===== src/rtl/zx_pager.sv =====
`default_nettype none
// +--------------------------------------------------------------------------+
// | Module   : zx_pager                                                      |
// | Purpose  : Spectrum memory-paging controller. Decodes CPU writes to the  |
// |            7FFD / 1FFD paging ports, holds the paging state and maps     |
// |            each CPU access (a[15:14]) onto a ROM or RAM bank number.     |
// | Params   : RAM_BITS (3..6) RAM bank number width, 128K..1024K            |
// |            MODE 0 = 128K, 1 = +2A/+3, 2 = Pentagon extended              |
// | Ports    : clock, reset (sync, active high)                              |
// |            iorq, wr, m1 (active low CPU strobes), a[15:0], di[7:0]       |
// |            romPage, ramPage, vmmPage, locked, special, motor (registered)|
// |            bank, isRom (combinational from state and a[15:14])           |
// | Revision : 1.0  initial release                                          |
// +--------------------------------------------------------------------------+
module zx_pager #(
    parameter int RAM_BITS = 3,
    parameter int MODE     = 0
) (
    input  logic                clock,
    input  logic                reset,
    input  logic                iorq,
    input  logic                wr,
    input  logic                m1,
    input  logic [15:0]         a,
    input  logic [7:0]          di,
    output logic [1:0]          romPage,
    output logic [RAM_BITS-1:0] ramPage,
    output logic                vmmPage,
    output logic                locked,
    output logic                special,
    output logic                motor,
    output logic [RAM_BITS-1:0] bank,
    output logic                isRom
);

    generate
        if (RAM_BITS < 3 || RAM_BITS > 6) begin : g_badRamBits
            $error("zx_pager: RAM_BITS must be in 3..6");
        end
        if (MODE < 0 || MODE > 2) begin : g_badMode
            $error("zx_pager: MODE must be 0, 1 or 2");
        end
    endgenerate

    // In the 1024K Pentagon configuration 7FFD bit 5 is a page bit, so the
    // lock feature disappears.
    localparam bit c_NO_LOCK = (MODE == 2) && (RAM_BITS == 6);

    logic [7:0] r_reg7;
    logic [3:0] r_reg1;     // {motor, cfg[1:0], special}
    logic       r_prevStb;

    logic       w_ioWr;
    logic       w_p7;
    logic       w_p1;
    logic       w_ioStb;
    logic       w_load;
    logic [1:0] w_cfg;
    logic [2:0] w_bank3;
    logic       w_useRamPage;

    // An I/O cycle with m1 low is an interrupt acknowledge, never a write.
    assign w_ioWr = !iorq && !wr && m1;

    generate
        if (MODE == 1) begin : g_decodePlus3
            assign w_p7 = (a[15:14] == 2'b01) && !a[1];
            assign w_p1 = (a[15:12] == 4'b0001) && !a[1];
        end else begin : g_decode128
            assign w_p7 = !a[15] && !a[1];
            assign w_p1 = 1'b0;
        end
    endgenerate

    assign w_ioStb = w_ioWr && (w_p7 || w_p1);
    // Edge-detect so a strobe held over several clocks loads only once; the
    // lock is checked against the state before this write.
    assign w_load  = w_ioStb && !r_prevStb && !locked;

    always_ff @(posedge clock) begin
        if (reset) begin
            r_reg7    <= 8'h00;
            r_reg1    <= 4'h0;
            // Preset high so a strobe already active at reset release is
            // not mistaken for a fresh one.
            r_prevStb <= 1'b1;
        end else begin
            r_prevStb <= w_ioStb;
            if (w_load && w_p7) begin
                r_reg7 <= di;
            end
            if (w_load && w_p1) begin
                r_reg1 <= di[3:0];
            end
        end
    end

    // 7FFD bits 6, 7, 5 extend the bank number in Pentagon mode, in that
    // order of significance from bit 3 upwards.
    generate
        if (RAM_BITS == 3) begin : g_ramNarrow
            assign ramPage = r_reg7[2:0];
        end else begin : g_ramWide
            logic [2:0] w_ext;
            assign w_ext   = (MODE == 2) ? {r_reg7[5], r_reg7[7], r_reg7[6]} : 3'b000;
            assign ramPage = {w_ext[RAM_BITS-4:0], r_reg7[2:0]};
        end
    endgenerate

    assign vmmPage = r_reg7[3];
    assign locked  = c_NO_LOCK ? 1'b0 : r_reg7[5];
    assign romPage = {(MODE == 1) ? r_reg1[2] : 1'b0, r_reg7[4]};
    assign special = (MODE == 1) ? r_reg1[0] : 1'b0;
    assign motor   = (MODE == 1) ? r_reg1[3] : 1'b0;
    assign w_cfg   = r_reg1[2:1];

    always_comb begin
        w_bank3      = 3'd0;
        w_useRamPage = 1'b0;
        isRom        = 1'b0;
        if (special) begin
            unique case (w_cfg)
                2'd0: w_bank3 = {1'b0, a[15:14]};
                2'd1: w_bank3 = {1'b1, a[15:14]};
                2'd2: w_bank3 = (a[15:14] == 2'b11) ? 3'd3 : {1'b1, a[15:14]};
                default: begin
                    unique case (a[15:14])
                        2'b00:   w_bank3 = 3'd4;
                        2'b01:   w_bank3 = 3'd7;
                        2'b10:   w_bank3 = 3'd6;
                        default: w_bank3 = 3'd3;
                    endcase
                end
            endcase
        end else begin
            unique case (a[15:14])
                2'b00:   isRom        = 1'b1;
                2'b01:   w_bank3      = 3'd5;
                2'b10:   w_bank3      = 3'd2;
                default: w_useRamPage = 1'b1;
            endcase
        end
    end

    assign bank = w_useRamPage ? ramPage : RAM_BITS'(w_bank3);

endmodule
`default_nettype wire


===== config.mk =====
export PLATFORM = sky130hd
export DESIGN_NAME = zx_pager
export DESIGN_NICKNAME = d
export VERILOG_FILES = /design/src/rtl/zx_pager.sv
export SDC_FILE = /design/constraint.sdc
export NUM_CORES = 1
export LEC_CHECK = 0
export CAP_MARGIN = 40
export CORE_UTILIZATION = 24
export DETAILED_ROUTE_END_ITERATION = 8
export MAX_ROUTING_LAYER = met4
export PLACE_DENSITY = 0.76
export SYNTH_ARGS = -nofsm -noshare
export SYNTH_HDL_FRONTEND = slang
export SYNTH_SLANG_ARGS = --single-unit
export TNS_END_PERCENT = 30

===== constraint.sdc =====
create_clock -name clock -period 1.4 [get_ports clock]
set_input_delay 0.21 -clock clock [delete_from_list [all_inputs] [get_ports clock]]
set_output_delay 0.21 -clock clock [all_outputs]
set_load 0.02 [all_outputs]

Yosys cells after proc, flatten, opt, wreduce, memory -nomap -nowiden

Index checks and enable logic that the tools add are counted.

Flip-flop bits (word level): 7
Bits in latches: 0
Bits in writable memories: 0
ROM bits: 0
Input port bits: 29
Output and inout port bits: 13
Word-level logic and storage cells: 22
Memories: 0

Add/subtract/negate cells: 0
Multipliers: 0
Divide/modulo/power cells: 0
Magnitude comparators: 0
Equality and inequality tests: 2
Shift-type cells: 0
Multiplexer cells: 3
Bitwise gates (word level): 0
Reduce and logical (&&, ||, !) cells: 15

Operator list:

| operator             | number |
|---|---|
| $logic_and A1 B1 Y1  | 7 |
| $logic_not A1 Y1     | 6 |
| $pmux W3 S2          | 1 |
| $mux W3              | 1 |
| $reduce_or A3 Y1     | 1 |
| $eq A2 B1 Y1 const B | 1 |
| $eq A2 B2 Y1 const B | 1 |
| $logic_not A2 Y1     | 1 |
| $mux W1              | 1 |

Logic depth before layout (Yosys ltp)

Gate-level depths: netlist of the first run.

Depth after elaboration: 7
Depth in mapped cells: 3
Gate-level depth less buffers: 3

Worst setup path after synthesis of the first run

Ideal clock, no wire load.

Kind: input -> register
From: in a[15]
To: reg r_reg7[0]
Library setup time: 0.072 ns
Arrival time: 1.287 ns
Data required time: 1.328 ns
Slack: 0.041 ns
Cell stages on the path: 3
Buffers on the path: 0
Cell sequence: or4b_4 > nor4_4 > mux2i_1

Word-level cells in the longest chain between the ends: 6

RTL lines:

| item                             | line | RTL |
|---|---|---|
| start: declaration               | 24   | `input logic [15:0] a,` |
| $logic_not A1 Y1 *               | 70   | `assign w_p7 = !a[15] && !a[1];` |
| $logic_and A1 B1 Y1 *            | 70   |  |
| $logic_and A1 B1 Y1              | 75   | `assign w_ioStb = w_ioWr && (w_p7 \|\| w_p1);` |
| $logic_and A1 B1 Y1 (2 in a row) | 78   | `assign w_load = w_ioStb && !r_prevStb && !locked;` |
| $logic_and A1 B1 Y1 *            | 89   | `if (w_load && w_p7) begin` |
| end signal: assignment           | 90   | `r_reg7 <= di;` |
| end: declaration                 | 49   | `logic [7:0] r_reg7;` |

Every way passes the cells marked *; elsewhere a longest branch is shown, timed or not.
A chain may end at the register's enable or synchronous reset.

Final worst setup path of the first run

From: in wr
To: reg r_reg7[2]

Word-level cells in the longest chain between the ends: 7

RTL lines:

| item                             | line | RTL |
|---|---|---|
| start: declaration               | 22   | `input logic wr,` |
| $logic_not A1 Y1                 | 63   | `assign w_ioWr = !iorq && !wr && m1;` |
| $logic_and A1 B1 Y1 (2 in a row) | 63   |  |
| $logic_and A1 B1 Y1              | 75   |  |
| $logic_and A1 B1 Y1 (2 in a row) | 78   |  |
| $logic_and A1 B1 Y1              | 89   |  |

No other way between the ends.

==> results.sh, run 1 <==
export IMPL_dp_hpwl_um=634
export IMPL_globalplace_congestion=0.655
export IMPL_setup_viol=0
export IMPL_setup_tns_ps=0
export IMPL_synthTopCellsByArea="dfxtp_1 37%, nand2b_1 16%, mux2i_1 13%"
export IMPL_die_h_um=41.9
export IMPL_syn_to_final_growth_pct=76.1
export IMPL_synth_seq_cells=7
export IMPL_hold_class="input port to flop"
export IMPL_ant_nets=0
export IMPL_hold_viol=0
export IMPL_final_core_util_pct=45.1
export IMPL_critPathKind="input port to flop"
export IMPL_critPathLaunchType="input port"
export IMPL_drive_gt1_share_pct=25.4
export IMPL_clock_path_buffers=2
export IMPL_clk_root_buffer_cell="clkbuf_4"
export IMPL_end_kind="flop"
export IMPL_cts_tree="yes"
export IMPL_die_x_um=41.9
export IMPL_place_area_um2=658
export IMPL_synth_edf_count=0
export IMPL_rows=14
export IMPL_clkLatencyLatePin_ps=250
export IMPL_cts_buffers=3
export IMPL_num_antenna_cells=0
export IMPL_worstPathRequired_ps=1570
export IMPL_netlist_area_leader_share_pct=36.7
export IMPL_grt_pass1_wl_mm=1.39
export IMPL_switching_power_w=0.000112
export IMPL_p_clk_share_pct=37.9
export IMPL_yosysWarnings=0
export IMPL_drv_cap=0
export IMPL_placement_io_buffers=23
export IMPL_synth_avg_cell_area_um2=9.79
export IMPL_syn_inst=39
export IMPL_antenna_found_initial=0
export IMPL_sw_frac_of_total_pct=23.6
export IMPL_io_pins=42
export IMPL_async_reset_ff_share_pct=0
export IMPL_layout_min_cycle_time_ps=1340
export IMPL_ys_seq_area_share_pct=36.7
export IMPL_outcome="finished clean"
export IMPL_drt_initial_drc_count=3
export IMPL_initial_core_util_pct=25.6
export IMPL_via_count=356
export IMPL_path_max_fanout=5
export IMPL_yosys_area_top_type="dfxtp_1"
export IMPL_drc=0
export IMPL_synth_cell_area_um2=382
export IMPL_cts_htree_levels=1
export IMPL_yosysMostFrequentCell="nand2b_1"
export IMPL_cts_sinks=7
export IMPL_combPwrFrac_pct=18.9
export IMPL_rsz0062_at_grt="false"
export IMPL_grt_start_max_net_pins=13
export IMPL_firstDrtPassIters=3
export IMPL_drt_wirelength_per_cell_um=9.17
export IMPL_vdd_drop_max_mv=0.339
export IMPL_seq_power_share_pct=43.2
export IMPL_core_area_mm2=0.00149
export IMPL_fmax_ghz=0.747
export IMPL_ys_top_cells_by_count="10 x nand2b_1, 7 x dfxtp_1, 5 x mux2i_1"
export IMPL_synth_cell_types=14
export IMPL_drt_total_wl_um=798
export IMPL_cts_clk_slew_worst_paths_ps=50
export IMPL_clock_skew_ps=3.91
export IMPL_worstPathArrival_ps=1510
export IMPL_leakage_nw=0.293
export IMPL_p_total_w=0.000476
export IMPL_drv_slew=0
export IMPL_nets=101
export IMPL_synth_flop_cell="dfxtp_1"
export IMPL_grt_overflow_total=0
export IMPL_vias_per_cell=4.09
export IMPL_intPower_w=0.000364
export IMPL_power_density_mw_per_mm2=708
export IMPL_fin_crit_sh_pct=95.6
export IMPL_dieArea_mm2=0.00175
export IMPL_grt_pass1_vias=347
export IMPL_grt_usage_pct=10.7
export IMPL_holdBufCountCts=0
export IMPL_stdcell_area_um2=672
final cells by class:
class                      count  area, um2
fill                         170        817
multi-input combinational     27        218
sequential                     7        140
clock buffer                   4       26.3
inverter                       3       11.3
timing repair buffer          30        256
tap                           16       20.0
power by group through the flow:
stage          clock (W)  combinational, W  sequential (W)
2_1_floorplan          0         0.0000420        0.000211
3_3_place_gp           0         0.0000974        0.000209
3_5_place_dp           0         0.0000986        0.000209
4_1_cts         0.000186         0.0000914        0.000205
5_1_grt         0.000201         0.0000971        0.000206
6_report        0.000180         0.0000901        0.000205
cell families (layout without fill, tap and decap cells):
family                 count (synthesis)  in the layout  synth area share [%]
other                                  1              3                 0.983
multiplexers                           5              5                  13.1
flip-flops                             7              7                  36.7
AND/OR/NAND/NOR                       14             14                  28.9
buffers and inverters                  7             37                  9.83
AO/OA/AOI/OAI                          5              5                  10.5
per-layer routing:
layer | vias to the layer above | global-route usage, % | share of wire, %
li1 | 185 | - | -
met1 | 153 | 12.6 | 43
met2 | 18 | 15.6 | 46
met3 | 0 | 3.91 | 11
met4 | 0 | 5.81 | 0
met5 | - | - | 0
worst max-delay path: stages:
cell and delay [ps]:
clkdlybuf4s15_1 160, or4b_4 560, nor4_4 240, buf_6 160
mux2i_1 190
state kept, by name, summed over array words and instances, names as in the netlist:
signal and cells:
r_reg7 6, r_prevStb 1
final timing paths:
check | slack, ps | cells past startpoint | start | endpoint
worst max-delay path | 60 | 5 | wr | r_reg7[2]$_SDFFE_PP0P_
worst min-delay path | 440 | 4 | a[15] | r_prevStb$_SDFF_PP1_
worst max register to register | 360 | 3 | r_reg7[5]$_SDFFE_PP0P_ | r_reg7[2]$_SDFFE_PP0P_
worst min register to register | 480 | 2 | r_reg7[3]$_SDFFE_PP0P_ | r_reg7[3]$_SDFFE_PP0P_
placed cells by master, fill, tap and decap left out:
| cell | n |
|---|---|
| dlygate4sd2_1 | 8 |
| clkbuf_1 | 1 |
| conb_1 | 3 |
| clkbuf_2 | 2 |
| o21ba_2 | 1 |
| nor4_4 | 1 |
| inv_1 | 3 |
| clkbuf_4 | 3 |
| buf_2 | 2 |
| mux2i_1 | 5 |
| buf_4 | 6 |
| buf_6 | 1 |
| a21boi_0 | 1 |
| clkdlybuf4s50_1 | 9 |
| dfxtp_1 | 7 |
| clkdlybuf4s15_1 | 2 |
| nor4b_2 | 1 |
| o21bai_1 | 1 |
| or4b_4 | 1 |
| nor2_1 | 1 |
| a21boi_1 | 2 |
| nand2b_1 | 10 |
stage by stage:
step	std cells	worst slack, ps	hold WS, ps
2_1_floorplan	41	41.4	311
3_3_place_gp	82	-413	464
3_5_place_dp	82	-483	467
4_1_cts	87	1.67	464
5_1_grt	87	31.9	448
6_report	87	61.0	437
timing repair:
| action | 4_1_cts | 5_1_grt |
|---|---|---|
| resized for setup | 24 | 9 |
| endpoints found under the setup margin | 16 | 9 |
| pin swaps | 2 | 0 |
| buffers inserted | 1 | 0 |
Note: power is estimated with default switching activity, not from simulation.
==> run 2: changes to the inputs <==
--- a/config.mk
+++ b/config.mk
@@ -5,11 +5,12 @@
 export SDC_FILE = /design/constraint.sdc
 export NUM_CORES = 1
 export LEC_CHECK = 0
+export ABC_AREA = 1
 export CAP_MARGIN = 40
 export CORE_UTILIZATION = 24
 export DETAILED_ROUTE_END_ITERATION = 8
 export MAX_ROUTING_LAYER = met4
-export PLACE_DENSITY = 0.76
+export PLACE_DENSITY = 0.75
 export SYNTH_ARGS = -nofsm -noshare
 export SYNTH_HDL_FRONTEND = slang
 export SYNTH_SLANG_ARGS = --single-unit
==> results.sh, run 2 <==
export IMPL_nets=116
export IMPL_final_common_cell="clkdlybuf4s50_1"
export IMPL_synth_seq_cells=7
export IMPL_synth_cell_types=12
export IMPL_globalplace_congestion=0.738
export IMPL_cts_clk_slew_worst_paths_ps=50
export IMPL_grt_usage_pct=12.2
export IMPL_clock_path_buffers=2
export IMPL_reg_top3="r_reg7 (6), r_prevStb (1)"
export IMPL_path_cells="clkdlybuf4s50_1 -> a21oi_1 -> clkdlybuf4s15_2"
export IMPL_outcome="finished clean"
export IMPL_num_antenna_cells=0
export IMPL_fin_crit_sh_pct=97.1
export IMPL_grt_start_max_net_pins=8
export IMPL_critPathKind="input port to output port"
export IMPL_p_clk_share_pct=35.8
export IMPL_via_count=434
export IMPL_yosysWarnings=0
export IMPL_drc=0
export IMPL_post_place_ws_ps=-301
export IMPL_rsz0062_at_grt="false"
export IMPL_ant_nets=0
export IMPL_dp_hpwl_um=738
export IMPL_regArea_um2=140
export IMPL_power_density_mw_per_mm2=742
export IMPL_sw_frac_of_total_pct=25.1
export IMPL_cts_sinks=7
export IMPL_critPathSlowestCell="clkdlybuf4s50_1"
export IMPL_reg2reg_from="r_reg7[5]$_SDFFE_PP0P_"
export IMPL_worstRegToRegCells=5
export IMPL_grt_pass1_wl_mm=1.61
export IMPL_grt_overflow_total=0
export IMPL_placement_io_buffers=23
export IMPL_clock_skew_ps=2.48
export IMPL_rows=14
export IMPL_setup_viol=0
export IMPL_core_area_mm2=0.00152
export IMPL_initial_core_util_pct=25.9
export IMPL_io_pins=42
export IMPL_vias_per_cell=4.25
export IMPL_hold_viol=0
export IMPL_synth_flop_cell="dfxtp_1"
export IMPL_mostFrequentLayoutCells="13 x clkdlybuf4s50_1, 12 x inv_1, 12 x nor2_1"
export IMPL_min_delay_start="r_reg7[3]$_SDFFE_PP0P_"
export IMPL_place_area_um2=644
export IMPL_cp_slowest_stage_delay_ps=480
export IMPL_layout_min_cycle_time_ps=1360
export IMPL_synth_avg_cell_area_um2=6.80
export IMPL_drv_slew=0
export IMPL_die_h_um=42.5
export IMPL_vdd_drop_max_mv=0.309
export IMPL_drt_total_wl_um=910
export IMPL_fillCellCount=171
export IMPL_fin_hold_ws_ps=491
export IMPL_drt_initial_drc_count=10
export IMPL_path_max_fanout=5
export IMPL_antenna_found_initial=0
export IMPL_syn_to_final_growth_pct=66.7
export IMPL_switching_power_w=0.000122
export IMPL_worstHoldPathCells=2
export IMPL_cts_htree_levels=1
export IMPL_drt_wirelength_per_cell_um=8.92
export IMPL_hold_end="r_reg7[3]$_SDFFE_PP0P_"
export IMPL_dieArea_mm2=0.00181
export IMPL_hold_class="flop to flop"
export IMPL_ys_seq_area_share_pct=35.6
export IMPL_grt_pass1_vias=419
export IMPL_drive_gt1_share_pct=16.3
export IMPL_cts_tree="yes"
export IMPL_stdcell_area_um2=657
export IMPL_async_reset_ff_share_pct=0
export IMPL_largest_reg_flops=6
export IMPL_multi_input_area_um2=194
export IMPL_firstDrtPassIters=4
export IMPL_drv_cap=0
export IMPL_netlist_area_leader_share_pct=35.6
export IMPL_end_kind="output port"
export IMPL_seq_power_share_pct=42.4
export IMPL_r2r_end="r_reg7[1]$_SDFFE_PP0P_"
export IMPL_top_register="r_reg7"
export IMPL_combPwrFrac_pct=21.8
export IMPL_cts_buffers=3
export IMPL_syn_inst=58
export IMPL_critPathLaunchType="input port"
export IMPL_p_total_w=0.000487
export IMPL_clkLatencyLatePin_ps=240
export IMPL_worst_slack_ps=40.6
export IMPL_yosys_area_top_type="dfxtp_1"
export IMPL_synth_cell_area_um2=394
export IMPL_worstPathRequired_ps=1190
export IMPL_ys_top_cells_by_count="12 x inv_1, 12 x nor2_1, 7 x dfxtp_1, 7 x nand2_1, 6 x nand4_1"
export IMPL_clk_root_buffer_cell="clkbuf_4"
export IMPL_synth_edf_count=0
export IMPL_synthTopCellsByArea="dfxtp_1 36%, inv_1 11%, nor2_1 11%"
export IMPL_reg2reg_setup_slack_ps=420
export IMPL_fmax_ghz=0.736
export IMPL_die_x_um=42.5
export IMPL_worstPathArrival_ps=1150
export IMPL_intPower_w=0.000365
export IMPL_leakage_nw=0.334
-- run 2: cell types whose count changed in the layout (fill, tap and decap cells not counted), moves of 5 or more --
cell,before,now
nor2_1,1,12
nand2b_1,10,0
inv_1,3,12
nand2_1,0,7
nand4_1,0,6
mux2i_1,5,0
-- run 2: cell families after synthesis --
kind of cell	count (synthesis)	share of synthesized area, %
other	1	0.951
AO/OA/AOI/OAI	4	5.71
flip-flops	7	35.6
AND/OR/NAND/NOR	31	40.6
buffers and inverters	15	17.1
-- run 2: worst max-delay path, delay by kind of cell --
family	cells	cell delay (ps)
buffers and inverters	2	760
AO/OA/AOI/OAI	1	180
-- run 2: per-layer routing --
metal  up-vias  global-route usage [%]  wire (um)
li1        230                       -          -
met1       178                    13.0        366
met2        24                    18.8        433
met3         2                    4.74        104
met4         0                    7.50          6
met5         -                       -          0
-- run 2: power groups by stage --
stage,clock network [W],logic [W],registers [W]
2_1_floorplan,0,0.0000516,0.000212
3_3_place_gp,0,0.000111,0.000210
3_5_place_dp,0,0.000112,0.000210
4_1_cts,0.000186,0.000109,0.000206
5_1_grt,0.000200,0.000117,0.000206
6_report,0.000174,0.000106,0.000206
-- run 2: worst max-delay path by stage --
stage                                 from  endpoint  slack (ps)  cells past startpoint
CTS                                  a[15]   bank[1]           2                      3
detailed placement                   a[14]   bank[2]        -300                      4
global route                         a[15]     isRom           5                      3
global placement                     a[15]   bank[1]        -280                      3
finish                               a[15]   bank[2]          40                      3
floorplan           r_reg7[0]$_SDFFE_PP0P_   bank[0]         340                      2
-- run 2: cell type report --
cell class | instances | area share, %
Timing Repair Buffer | 25 | 35.2
Clock buffer | 4 | 4.00
Inverter | 12 | 6.86
Multi-Input combinational cell | 38 | 29.5
Tap cell | 16 | 3.05
Sequential cell | 7 | 21.3
-- run 2: repair_timing --
| item | in CTS | in global routing |
|---|---|---|
| setup endpoints to repair | 9 | 3 |
| setup buffers | 0 | 0 |
| hold buffers | 0 | 0 |
| resized for setup | 13 | 3 |
-- run 2: metrics by stage --
step,instances,TNS [ps],utilization (%)
finish,102,0,43.1
floorplan,60,0,-
CTS,102,0,43.6
global route,102,0,43.1
global placement,98,-1100,42.3
detailed placement,98,-1290,42.3
